==> src/rtl/edge_row_cache_pkg.sv <==
// Shared constants and types for the edge-weight row cache.
// Defaults size the cache for graphs of up to 32 nodes with float32 weights.
package edge_row_cache_pkg;

    localparam int DEFAULT_MAX_NODES       = 32;
    localparam int DEFAULT_INDEX_WIDTH     = 6;
    localparam int DEFAULT_VALUE_WIDTH     = 32;
    localparam int DEFAULT_ADDR_WIDTH      = 32;
    localparam int DEFAULT_MAX_OUTSTANDING = 8;

    // IEEE-754 single +inf marks an absent edge in the adjacency matrix.
    localparam logic [31:0] FP_INFINITY = 32'h7F80_0000;

    typedef enum logic [1:0] {
        S_IDLE,
        S_FILL,
        S_DRAIN
    } fill_state_e;

endpackage

==> src/rtl/edge_row_cache_if.sv <==
// Query handshake towards DijkstraTop plus the Avalon-MM read master towards memory.
// slave is the cache's view; master is the view of the requester/memory environment.
interface edge_row_cache_if
    import edge_row_cache_pkg::*;
#(
    parameter int INDEX_WIDTH = DEFAULT_INDEX_WIDTH,
    parameter int VALUE_WIDTH = DEFAULT_VALUE_WIDTH,
    parameter int ADDR_WIDTH  = DEFAULT_ADDR_WIDTH
);

    logic                   ec_query;
    logic [INDEX_WIDTH-1:0] ec_from_node;
    logic [INDEX_WIDTH-1:0] ec_to_node;
    logic                   ec_ready;
    logic [VALUE_WIDTH-1:0] ec_edge_value;

    logic [ADDR_WIDTH-1:0]  avm_address;
    logic                   avm_read;
    logic                   avm_waitrequest;
    logic [VALUE_WIDTH-1:0] avm_readdata;
    logic                   avm_readdatavalid;

    modport slave (
        input  ec_query, ec_from_node, ec_to_node,
        output ec_ready, ec_edge_value,
        output avm_address, avm_read,
        input  avm_waitrequest, avm_readdata, avm_readdatavalid
    );

    modport master (
        output ec_query, ec_from_node, ec_to_node,
        input  ec_ready, ec_edge_value,
        input  avm_address, avm_read,
        output avm_waitrequest, avm_readdata, avm_readdatavalid
    );

endinterface

==> src/rtl/edge_row_ram.sv <==
// Simple dual-port row RAM: one write port, one registered read port.
// No reset on the array or read register so it maps onto block RAM.
module edge_row_ram #(
    parameter int DEPTH  = 32,
    parameter int WIDTH  = 32,
    parameter int ADDR_W = 5
) (
    input  logic              clock,
    input  logic              wr_en,
    input  logic [ADDR_W-1:0] wr_addr,
    input  logic [WIDTH-1:0]  wr_data,
    input  logic              rd_en,
    input  logic [ADDR_W-1:0] rd_addr,
    output logic [WIDTH-1:0]  rd_data
);

    logic [WIDTH-1:0] mem [DEPTH];

    always_ff @(posedge clock) begin
        if (wr_en) begin
            mem[wr_addr] <= wr_data;
        end
        if (rd_en) begin
            rd_data <= mem[rd_addr];
        end
    end

endmodule

==> src/rtl/edge_row_cache.sv <==
// Edge-weight server: caches one adjacency-matrix row and answers (from, to) weight queries,
// refilling the whole row over an Avalon-MM read master on a row miss.
module edge_row_cache
    import edge_row_cache_pkg::*;
#(
    parameter int MAX_NODES       = DEFAULT_MAX_NODES,
    parameter int INDEX_WIDTH     = DEFAULT_INDEX_WIDTH,
    parameter int VALUE_WIDTH     = DEFAULT_VALUE_WIDTH,
    parameter int ADDR_WIDTH      = DEFAULT_ADDR_WIDTH,
    parameter int MAX_OUTSTANDING = DEFAULT_MAX_OUTSTANDING
) (
    input  logic                   clock,
    input  logic                   reset,
    input  logic                   flush,
    input  logic [ADDR_WIDTH-1:0]  graph_base,
    input  logic [INDEX_WIDTH-1:0] number_of_nodes,
    edge_row_cache_if.slave        bus
);

    localparam int RAM_AW = (MAX_NODES > 1) ? $clog2(MAX_NODES) : 1;

    fill_state_e            state;
    logic                   row_valid;
    logic                   flush_pend;
    logic [INDEX_WIDTH-1:0] row_tag;
    logic [INDEX_WIDTH-1:0] issue_cnt;
    logic [INDEX_WIDTH-1:0] recv_cnt;

    logic                   out_vld_p1;
    logic [INDEX_WIDTH-1:0] out_from_p1;
    logic [INDEX_WIDTH-1:0] out_to_p1;
    logic [VALUE_WIDTH-1:0] rd_data_p1;

    logic                   row_hit;
    logic                   lookup;
    logic                   miss;
    logic                   issue_ok;
    logic                   ret_ok;
    logic                   more_req;
    logic [INDEX_WIDTH-1:0] outstanding;
    logic [INDEX_WIDTH-1:0] issue_next;
    logic [INDEX_WIDTH-1:0] recv_next;

    // Byte address of element [row][col]; product is double width, sum wraps at ADDR_WIDTH.
    function automatic logic [ADDR_WIDTH-1:0] word_addr(
        input logic [ADDR_WIDTH-1:0]  base,
        input logic [INDEX_WIDTH-1:0] row,
        input logic [INDEX_WIDTH-1:0] n,
        input logic [INDEX_WIDTH-1:0] col
    );
        logic [2*INDEX_WIDTH-1:0] prod;
        prod = {{INDEX_WIDTH{1'b0}}, row} * {{INDEX_WIDTH{1'b0}}, n};
        return base + ((ADDR_WIDTH'(prod) + ADDR_WIDTH'(col)) << 2);
    endfunction

    assign row_hit     = row_valid && (row_tag == bus.ec_from_node);
    assign outstanding = issue_cnt - recv_cnt;
    assign issue_ok    = bus.avm_read && !bus.avm_waitrequest;
    // Returns with nothing in flight are leftovers from a fill aborted by reset.
    assign ret_ok      = bus.avm_readdatavalid && (outstanding != '0);
    assign issue_next  = issue_cnt + INDEX_WIDTH'(issue_ok);
    assign recv_next   = recv_cnt + INDEX_WIDTH'(ret_ok);
    // Bound ignores this cycle's return so the next accepted read can never overshoot.
    assign more_req    = (issue_next < number_of_nodes) &&
                         ((issue_next - recv_cnt) < INDEX_WIDTH'(MAX_OUTSTANDING));

    assign lookup = (state == S_IDLE) && bus.ec_query && row_hit && !flush &&
                    (bus.ec_to_node < number_of_nodes);
    assign miss   = (state == S_IDLE) && bus.ec_query && !row_hit &&
                    (number_of_nodes != '0);

    always_ff @(posedge clock or negedge reset) begin
        if (!reset) begin
            state           <= S_IDLE;
            row_valid       <= 1'b0;
            flush_pend      <= 1'b0;
            row_tag         <= '0;
            issue_cnt       <= '0;
            recv_cnt        <= '0;
            out_vld_p1      <= 1'b0;
            bus.avm_read    <= 1'b0;
            bus.avm_address <= '0;
        end else begin
            recv_cnt   <= recv_next;
            out_vld_p1 <= lookup;
            case (state)
                S_IDLE: begin
                    if (flush) begin
                        row_valid <= 1'b0;
                    end else if (miss) begin
                        row_tag         <= bus.ec_from_node;
                        row_valid       <= 1'b0;
                        issue_cnt       <= '0;
                        recv_cnt        <= '0;
                        bus.avm_read    <= 1'b1;
                        bus.avm_address <= word_addr(graph_base, bus.ec_from_node,
                                                     number_of_nodes, '0);
                        state           <= S_FILL;
                    end
                end
                S_FILL: begin
                    issue_cnt <= issue_next;
                    if (flush) begin
                        flush_pend <= 1'b1;
                    end
                    // Address and read are held steady while the slave stalls.
                    if (!bus.avm_read || !bus.avm_waitrequest) begin
                        bus.avm_read    <= more_req;
                        bus.avm_address <= word_addr(graph_base, row_tag,
                                                     number_of_nodes, issue_next);
                    end
                    if (issue_next == number_of_nodes) begin
                        state <= S_DRAIN;
                    end
                end
                S_DRAIN: begin
                    if (flush) begin
                        flush_pend <= 1'b1;
                    end
                    if (recv_next == number_of_nodes) begin
                        row_valid  <= !(flush_pend || flush);
                        flush_pend <= 1'b0;
                        state      <= S_IDLE;
                    end
                end
                default: begin
                    state <= S_IDLE;
                end
            endcase
        end
    end

    // ---- lookup stage p1: RAM read data and the query it answers ----
    always_ff @(posedge clock) begin
        if (lookup) begin
            out_from_p1 <= bus.ec_from_node;
            out_to_p1   <= bus.ec_to_node;
        end
    end

    edge_row_ram #(
        .DEPTH  (MAX_NODES),
        .WIDTH  (VALUE_WIDTH),
        .ADDR_W (RAM_AW)
    ) u_ram (
        .clock   (clock),
        .wr_en   (ret_ok),
        .wr_addr (recv_cnt[RAM_AW-1:0]),
        .wr_data (bus.avm_readdata),
        .rd_en   (lookup),
        .rd_addr (bus.ec_to_node[RAM_AW-1:0]),
        .rd_data (rd_data_p1)
    );

    assign bus.ec_ready = bus.ec_query && out_vld_p1 && (state == S_IDLE) &&
                          (out_from_p1 == bus.ec_from_node) &&
                          (out_to_p1 == bus.ec_to_node);
    assign bus.ec_edge_value = out_vld_p1 ? rd_data_p1 : '0;

endmodule

==> src/flat_wrapper.sv <==
// flat-port wrapper written by rule: the top's interface ports become plain ports
module edge_row_cache_flat import edge_row_cache_pkg::*;
#(
    parameter int MAX_NODES       = DEFAULT_MAX_NODES,
    parameter int INDEX_WIDTH     = DEFAULT_INDEX_WIDTH,
    parameter int VALUE_WIDTH     = DEFAULT_VALUE_WIDTH,
    parameter int ADDR_WIDTH      = DEFAULT_ADDR_WIDTH,
    parameter int MAX_OUTSTANDING = DEFAULT_MAX_OUTSTANDING
)
  (clock, reset, flush, graph_base, number_of_nodes, bus_ec_query, bus_ec_from_node, bus_ec_to_node, bus_ec_ready, bus_ec_edge_value, bus_avm_address, bus_avm_read, bus_avm_waitrequest, bus_avm_readdata, bus_avm_readdatavalid);
  edge_row_cache_if #(.INDEX_WIDTH(INDEX_WIDTH), .VALUE_WIDTH(VALUE_WIDTH), .ADDR_WIDTH(ADDR_WIDTH)) bus_i ();
  input  logic clock;
  input  logic reset;
  input  logic flush;
  input  logic [ADDR_WIDTH-1:0] graph_base;
  input  logic [INDEX_WIDTH-1:0] number_of_nodes;
  input wire logic [$bits(bus_i.ec_query)-1:0] bus_ec_query;
  input wire logic [$bits(bus_i.ec_from_node)-1:0] bus_ec_from_node;
  input wire logic [$bits(bus_i.ec_to_node)-1:0] bus_ec_to_node;
  output wire logic [$bits(bus_i.ec_ready)-1:0] bus_ec_ready;
  output wire logic [$bits(bus_i.ec_edge_value)-1:0] bus_ec_edge_value;
  output wire logic [$bits(bus_i.avm_address)-1:0] bus_avm_address;
  output wire logic [$bits(bus_i.avm_read)-1:0] bus_avm_read;
  input wire logic [$bits(bus_i.avm_waitrequest)-1:0] bus_avm_waitrequest;
  input wire logic [$bits(bus_i.avm_readdata)-1:0] bus_avm_readdata;
  input wire logic [$bits(bus_i.avm_readdatavalid)-1:0] bus_avm_readdatavalid;
  assign bus_i.ec_query = bus_ec_query;
  assign bus_i.ec_from_node = bus_ec_from_node;
  assign bus_i.ec_to_node = bus_ec_to_node;
  assign bus_ec_ready = bus_i.ec_ready;
  assign bus_ec_edge_value = bus_i.ec_edge_value;
  assign bus_avm_address = bus_i.avm_address;
  assign bus_avm_read = bus_i.avm_read;
  assign bus_i.avm_waitrequest = bus_avm_waitrequest;
  assign bus_i.avm_readdata = bus_avm_readdata;
  assign bus_i.avm_readdatavalid = bus_avm_readdatavalid;
  edge_row_cache #(.MAX_NODES(MAX_NODES), .INDEX_WIDTH(INDEX_WIDTH), .VALUE_WIDTH(VALUE_WIDTH), .ADDR_WIDTH(ADDR_WIDTH), .MAX_OUTSTANDING(MAX_OUTSTANDING)) u_core (.clock(clock), .reset(reset), .flush(flush), .graph_base(graph_base), .number_of_nodes(number_of_nodes), .bus(bus_i));
endmodule
==> config.mk <==
export PLATFORM = sky130hd
export DESIGN_NAME = edge_row_cache_flat
export DESIGN_NICKNAME = d
export VERILOG_FILES = /design/src/rtl/edge_row_cache_pkg.sv /design/src/rtl/edge_row_cache_if.sv /design/src/rtl/edge_row_ram.sv /design/src/rtl/edge_row_cache.sv /design/src/flat_wrapper.sv
export SDC_FILE = /design/constraint.sdc
export NUM_CORES = 1
export LEC_CHECK = 0
export BUFFER_PORTS_ARGS = -buffer_cell sky130_fd_sc_hd__buf_2
export CAP_MARGIN = 20
export CORE_MARGIN = 1.5
export CORE_UTILIZATION = 60
export CTS_CLUSTER_SIZE = 10
export DETAILED_ROUTE_END_ITERATION = 8
export PLACE_DENSITY = 0.87
export SYNTH_ARGS = -nofsm -noshare
export SYNTH_HDL_FRONTEND = slang
export SYNTH_HIERARCHICAL = 1
export SYNTH_SLANG_ARGS = --single-unit
==> constraint.sdc <==
create_clock -name clock -period 10.4 [get_ports clock]
set_input_delay 1.04 -clock clock [delete_from_list [all_inputs] [get_ports clock]]
set_output_delay 1.04 -clock clock [all_outputs]
set_load 0.05 [all_outputs]
======== Yosys cells after proc, flatten, opt, wreduce, memory -nomap -nowiden ========
Memory sizes are Yosys's and may differ from the RTL's. A register that Yosys moved wholly into a read port is not among the register bits.
Index checks and enable logic that the tools add are counted.
cells by class
  add/sub/neg operators ................... 7
  multipliers ............................. 2
  magnitude comparators ................... 3
  equality and inequality tests ........... 13
  muxes and demuxes ....................... 29
  bitwise operators ....................... 1
  reduce and logical (&&, ||, !) cells .... 32
operator list
  operator                                                                      count
  32-bit two-way mux                                                            4
  32-bit one-hot mux with 2 select lines                                        1
  32-bit by 14-bit adder with 32-bit output                                     1
  32-bit adder                                                                  1
  6-bit equality test                                                           5
  6-bit two-way mux                                                             5
  6-bit by 6-bit multiplier with 12-bit output                                  2
  1-bit logical AND                                                             14
  12-bit by 6-bit adder with 13-bit output                                      1
  6-bit by 1-bit adder with 6-bit output                                        2
  6-bit less-than comparator                                                    2
  6-bit one-hot mux with 2 select lines                                         1
  6-bit nonzero test                                                            2
  6-bit subtractor                                                              2
  1-bit two-way mux                                                             10
  3-bit AND reduction                                                           3
  2-bit two-way mux                                                             4
  2-bit by 1-bit != test with 1-bit output, second input constant               4
  4-bit AND reduction                                                           2
  6-bit by 4-bit less-than comparator with 1-bit output, second input constant  1
  1-bit one-hot mux with 2 select lines                                         3
  2-bit one-hot mux with 3 select lines                                         1
  2-bit nonzero test                                                            3
  1-bit logical NOT                                                             5
  7 further kinds                                                               8
word-level totals
  bits in registers ....................... 68
  RAM bits ................................ 1024
  logic and storage cells ................. 99
  memories kept ........................... 1
memory list
  memory            words  width  rd ports  clocked after Yosys merged registers in  wr ports  line                RTL
  u_core.u_ram.mem  32     32     1         1                                        1         edge_row_ram.sv:17  logic [WIDTH-1:0] mem [DEPTH];

======== Depth between registers and ports, before layout ========
  word-level depth ........................ 8
  depth in mapped cells ................... 26

======== Modules after synthesis ========
Netlist, hierarchy kept.
by module, submodules not included
  module          times used  cells an instance  area an instance (um^2)  seq. area each (um^2)
  edge_row_ram    1           2260               40805.4                  31710.4
  edge_row_cache  1           815                7425.9                   1761.7

======== Worst setup path after synthesis ========
No wires, ideal clock.
  path type ............................... in2reg
  start ................................... in number_of_nodes[1]
  end ..................................... reg u_core.out_vld_p1
  arrival ................................. 9.257 ns
  path slack .............................. 0.311 ns
  stages on the path ...................... 8
  cells stage by stage .................... clkbuf_1 > inv_1 > ha_1 > a21o_1 > a21o_1 > a21o_1 > a21o_1 > a2111oi_0
on the way
  longest elaborated chain between the ends .. 2
RTL lines
  element                     line                  RTL
  start, declared             flat_wrapper.sv:16    input logic [INDEX_WIDTH-1:0] number_of_nodes;
  6-bit less-than comparator  edge_row_cache.sv:68  (bus.ec_to_node < number_of_nodes);
  1-bit logical AND           edge_row_cache.sv:67  assign lookup = (state == S_IDLE) && bus.ec_query && row_hit && !flush &&
  via u_core.lookup           edge_row_cache.sv:35  logic lookup;
  end signal, assigned        edge_row_cache.sv:85  out_vld_p1 <= lookup;
  end, declared               edge_row_cache.sv:29  logic out_vld_p1;
The timed path passes the listed nets, and every way through them passes these cells.
A chain may end at the register's enable or synchronous reset.

======== Final worst setup path ========
  start ................................... reg u_core.row_tag[0]
  end ..................................... reg u_core.bus.avm_address[20]
on the way
  longest elaborated chain between the ends .. 7
  elaborated cells between the ends (all ways) .. 12
  those cells by class .................... add/sub: 2; mul: 1; eq/ne: 2; mux: 2; reduce/logical: 5
RTL lines
  element                                               line                     RTL
  start, declared                                       edge_row_cache.sv:25     logic [INDEX_WIDTH-1:0] row_tag;
  start signal, assigned                                edge_row_cache.sv:91     row_tag <= bus.ec_from_node;
  branches (longest 7 deep; another with 32-bit adder)  -
  end signal, assigned                                  edge_row_cache.sv:96     bus.avm_address <= word_addr(graph_base, bus.ec_from_node,
  end signal, assigned                                  edge_row_cache.sv:109    bus.avm_address <= word_addr(graph_base, row_tag,
  end, declared                                         edge_row_cache_if.sv:26  output avm_address, avm_read,
Parallel ways; which one is timed is not known. The select of a mux whose other input is x is not followed.

==> results.rst <==
.. list-table::
   :header-rows: 1

   * - Metric
     - Value
   * - Sum of overflow across all layers after global routing
     - 0
   * - Global-route wire length before repair
     - 176,000 µm
   * - Post-synthesis async set-or-reset flop share
     - 4.98%
   * - Routed wire length
     - 119,000 µm
   * - Power per cell area
     - 223 nW/µm²
   * - Worst Max-Slew Pin Slew
     - 1110 ps
   * - EDFF count, synth
     - 1,068
   * - Length of the first detailed-routing pass in iterations
     - 6
   * - Count of cell types in the netlist
     - 68
   * - Area post-placement
     - 50,100 µm²
   * - Final Hold Vio Count
     - 0
   * - Vertical extent of the die
     - 287 µm
   * - DR WL/cell
     - 27.3 µm
   * - Effective utilization at floorplan
     - 60.9%
   * - Final GP Congestion
     - 0.845
   * - Number of max-capacitance violations reported
     - 0
   * - Cells taking the most area after synthesis
     - edfxtp_1, mux2i_1, dfrtp_1
   * - DRC violations left
     - 0
   * - Post-Synthesis Cell Area
     - 48,200 µm²
   * - Vias post-DR
     - 28,411
   * - Maximum clock insertion buffer count
     - 3
   * - Iteration-0 DRC count of the detailed router
     - 3,177
   * - Library cell with the highest instance count after synthesis
     - edfxtp_1
   * - Buffer count from post-CTS setup fixing
     - 0
   * - Dominant cell type by count on the critical path
     - fa_1
   * - Core area
     - 79,300 µm²
   * - Fin crit share
     - 57.0%
   * - Total number of yosys warnings
     - 6
   * - Number of endpoints failing setup at the final stage
     - 0
   * - Critical-path maximum fanout
     - 13
   * - Leak pwr
     - 19.8 nW
   * - Synth top cells by count
     - edfxtp_1, mux2i_1, nand2_1, a21oi_1, nand3_1
   * - H-Tree Level Count
     - 4
   * - Highest achievable clock rate
     - 169 MHz
   * - Number of gates given a new drive strength after cts
     - 0
   * - Arrival time reported for the critical path endpoint
     - 6570 ps
   * - Clock tree from TritonCTS
     - yes
   * - Layout cell share with drive strength beyond 1
     - 13.0%
   * - Antenna violations before repair
     - 9
   * - Result of the run
     - finished, final reports clean
   * - Delay of the slowest cell on the worst path
     - 550 ps
   * - Largest area contributor in the synthesized netlist
     - edfxtp_1
   * - Clock transition at the registers of the reported paths
     - 60 ps
   * - Count of standard-cell rows
     - 103
   * - Final-layout worst hold slack
     - 451 ps
   * - I/O pin count
     - 154
   * - Clock sink count
     - 1,124
   * - Pin count of the biggest net entering global routing
     - 135
   * - Critical path class
     - reg2reg
   * - Worst vdd ir
     - 158 µV
   * - Number of buffers created by CTS
     - 131
   * - Mean cell area of the mapped netlist
     - 15.7 µm²
   * - Final standard cell area without fillers
     - 53,900 µm²
   * - Number of I/O port buffers
     - 153
   * - Overall power consumption
     - 0.0120 W
   * - Accumulated negative setup slack
     - 0 ps
   * - Skew final
     - 27.4 ps
   * - Net count of the finished layout
     - 3,481
   * - Number of global-route vias before repair
     - 28,892
   * - Layout Area Growth over Synthesis
     - 11.7%
   * - Clock latency of the later-clocked register in the worst-skew pair
     - 740 ps
   * - Min Tclk post-route
     - 5930 ps
   * - Type of origin of the critical path
     - register
   * - Post-synthesis instance total
     - 3,075
   * - CP cell instances
     - nand2_1, fa_1, fa_1, inv_1, fa_1, inv_1, fa_1, inv_1, ha_1, nand4_1, a21oi_1, o211ai_1, and2_1, a221oi_1, ha_1, nand2_1, o21ai_1, nor2_1, a21o_1, or3_1, a31oi_1
   * - Primary flip-flop cell chosen by synthesis mapping
     - edfxtp_1
   * - Cell chosen for the clock root
     - clkbuf_16
   * - Placed Instances
     - 4,175
   * - Half-perimeter wire length after placement
     - 61,900 µm
   * - Per-cell via count in the routed design
     - 6.53
   * - Max-slew violation total from the final report
     - 0
   * - Non-filler cells in the finished layout
     - 4,350
   * - Hold-fix buffer count after cts
     - 0
   * - DIE WIDTH
     - 287 µm
   * - Post-synthesis sequential area ratio
     - 69.4%
   * - Worst EP required
     - 11,040 ps
   * - Die area
     - 82,100 µm²
   * - Post-synthesis net count
     - 3,296
   * - Total global routing track utilization
     - 29.1%
   * - Kind of end point of the critical path
     - register
   * - Routed Antenna Nets
     - 0
   * - Classification of the worst-slack hold path
     - in2async
   * - Worst slew margin
     - 26.3%
   * - Yosys top cell area share
     - 66.5%
   * - Crit-path slowest cell
     - dfrtp_1
   * - Setup repair after global routing missed its margin
     - no
   * - Total of flip-flops plus latches after synthesis
     - 1,124
[layer usage]
layer / share of wire (%) / wire [µm] / vias up / global-route usage [%]
met5: 0.010 / 12 / - / 0
met4: 4.1 / 4840 / 2 / 14.1
met3: 10 / 12100 / 318 / 5.65
met2: 49 / 57800 / 1773 / 47.1
met1: 37 / 43800 / 14199 / 38.0
li1: - / - / 12119 / -
[power breakdown]
group	switching [W]	total (W)	leakage, nW	internal, W
clock	0.00169	0.00402	1.78	0.00232
sequential	0.000128	0.00537	10.3	0.00525
combinational	0.00169	0.00264	7.72	0.000951
total	0.00351	0.0120	19.8	0.00852
[cells in the final DEF, fill, tap and decap left out, types with 9 or more instances in the layout]
master     synthesis  layout
nand4_1           11      11
a22o_1            66      66
xnor2_1           52      52
nor2_1            79      46
a22oi_1           96      96
xor2_1            17      17
edfxtp_1        1068    1068
buf_2             38     152
and2_1            92      91
or3_1             13      13
a21oi_1          137     137
clkbuf_16          0     133
mux2i_1          515     515
clkbuf_1          58      16
dfrtp_1           56      55
inv_1             75      75
fa_1              38      38
nand2_1          156     155
nor3_1            34      34
nor2_4             0      33
nand3_1          116     116
mux2_2             9       9
buf_4             35      49
a31oi_1           49      49
a21o_1            15      15
mux2_1            17      17
ha_1              95      95
o21ai_0           34      34
[cells by family (layout without fill, tap and decap cells)]
logic type / count (synthesis) / count (layout) / share of synthesized area, %
AOI/OAI and AO/OA: 438 / 438 / 6.09
xor gates and xnor gates: 70 / 70 / 1.30
adders and majority gates: 133 / 133 / 4.04
buffers and inverters: 230 / 447 / 2.43
DFF: 1124 / 1124 / 69.4
muxes: 541 / 541 / 11.3
other: 0 / 8 / 0
and+or+nand+nor: 539 / 539 / 5.45
[per-stage QoR]
stage | utilization [%] | setup slack (ps)
2_1_floorplan | - | 311
3_3_place_gp | 63.3 | 3940
3_5_place_dp | 63.3 | 3780
4_1_cts | 67.9 | 4480
5_1_grt | 68.0 | 4110
6_report | 68.0 | 4470
[state kept, by name, summed over array words and instances (netlist names), 6 cells and up]
name / flops
u_core/bus.avm_address: 32
u_core/issue_cnt: 6
u_core/out_from_p1: 6
u_core/out_to_p1: 6
u_core/recv_cnt: 6
u_core/row_tag: 6
u_core/u_ram/mem: 1024
u_core/u_ram/rd_data: 32
[cell type report]
class	instances	area (µm²)
Sequential cell	1124	33500
Fill cell	4928	25400
Multi-Input combinational cell	1721	13900
Clock buffer	151	3420
Tap cell	1050	1310
Timing Repair Buffer	207	1260
Inverter	75	282
Clock inverter	14	236
Antenna cell	8	20.0
[critical path, delay by kind of cell, from the launching register on]
kind	cells	cell delay (ps)
AO/OA/AOI/OAI	6	1410
flip-flops	1	550
buffers and inverters	3	150
AND/OR/NAND/NOR	6	950
adder cells (fa/ha/maj)	6	2790
[path summary, 6_finish.rpt]
kind,startpoint,slack [ps],cells past startpoint,endpoint
max,u_core/row_tag[0],4470,21,u_core/bus.avm_address[20]
min,reset,450,2,u_core/bus.avm_address[11]
max reg2reg,u_core/row_tag[0],4470,21,u_core/bus.avm_address[20]
min reg2reg,u_core/bus.avm_address[5],480,1,u_core/bus.avm_address[5]
max in group asynchronous,reset,9360,2,u_core/out_vld_p1
min in group clock,u_core/bus.avm_address[5],480,1,u_core/bus.avm_address[5]
No activity file was read; power rests on OpenSTA's default activity.
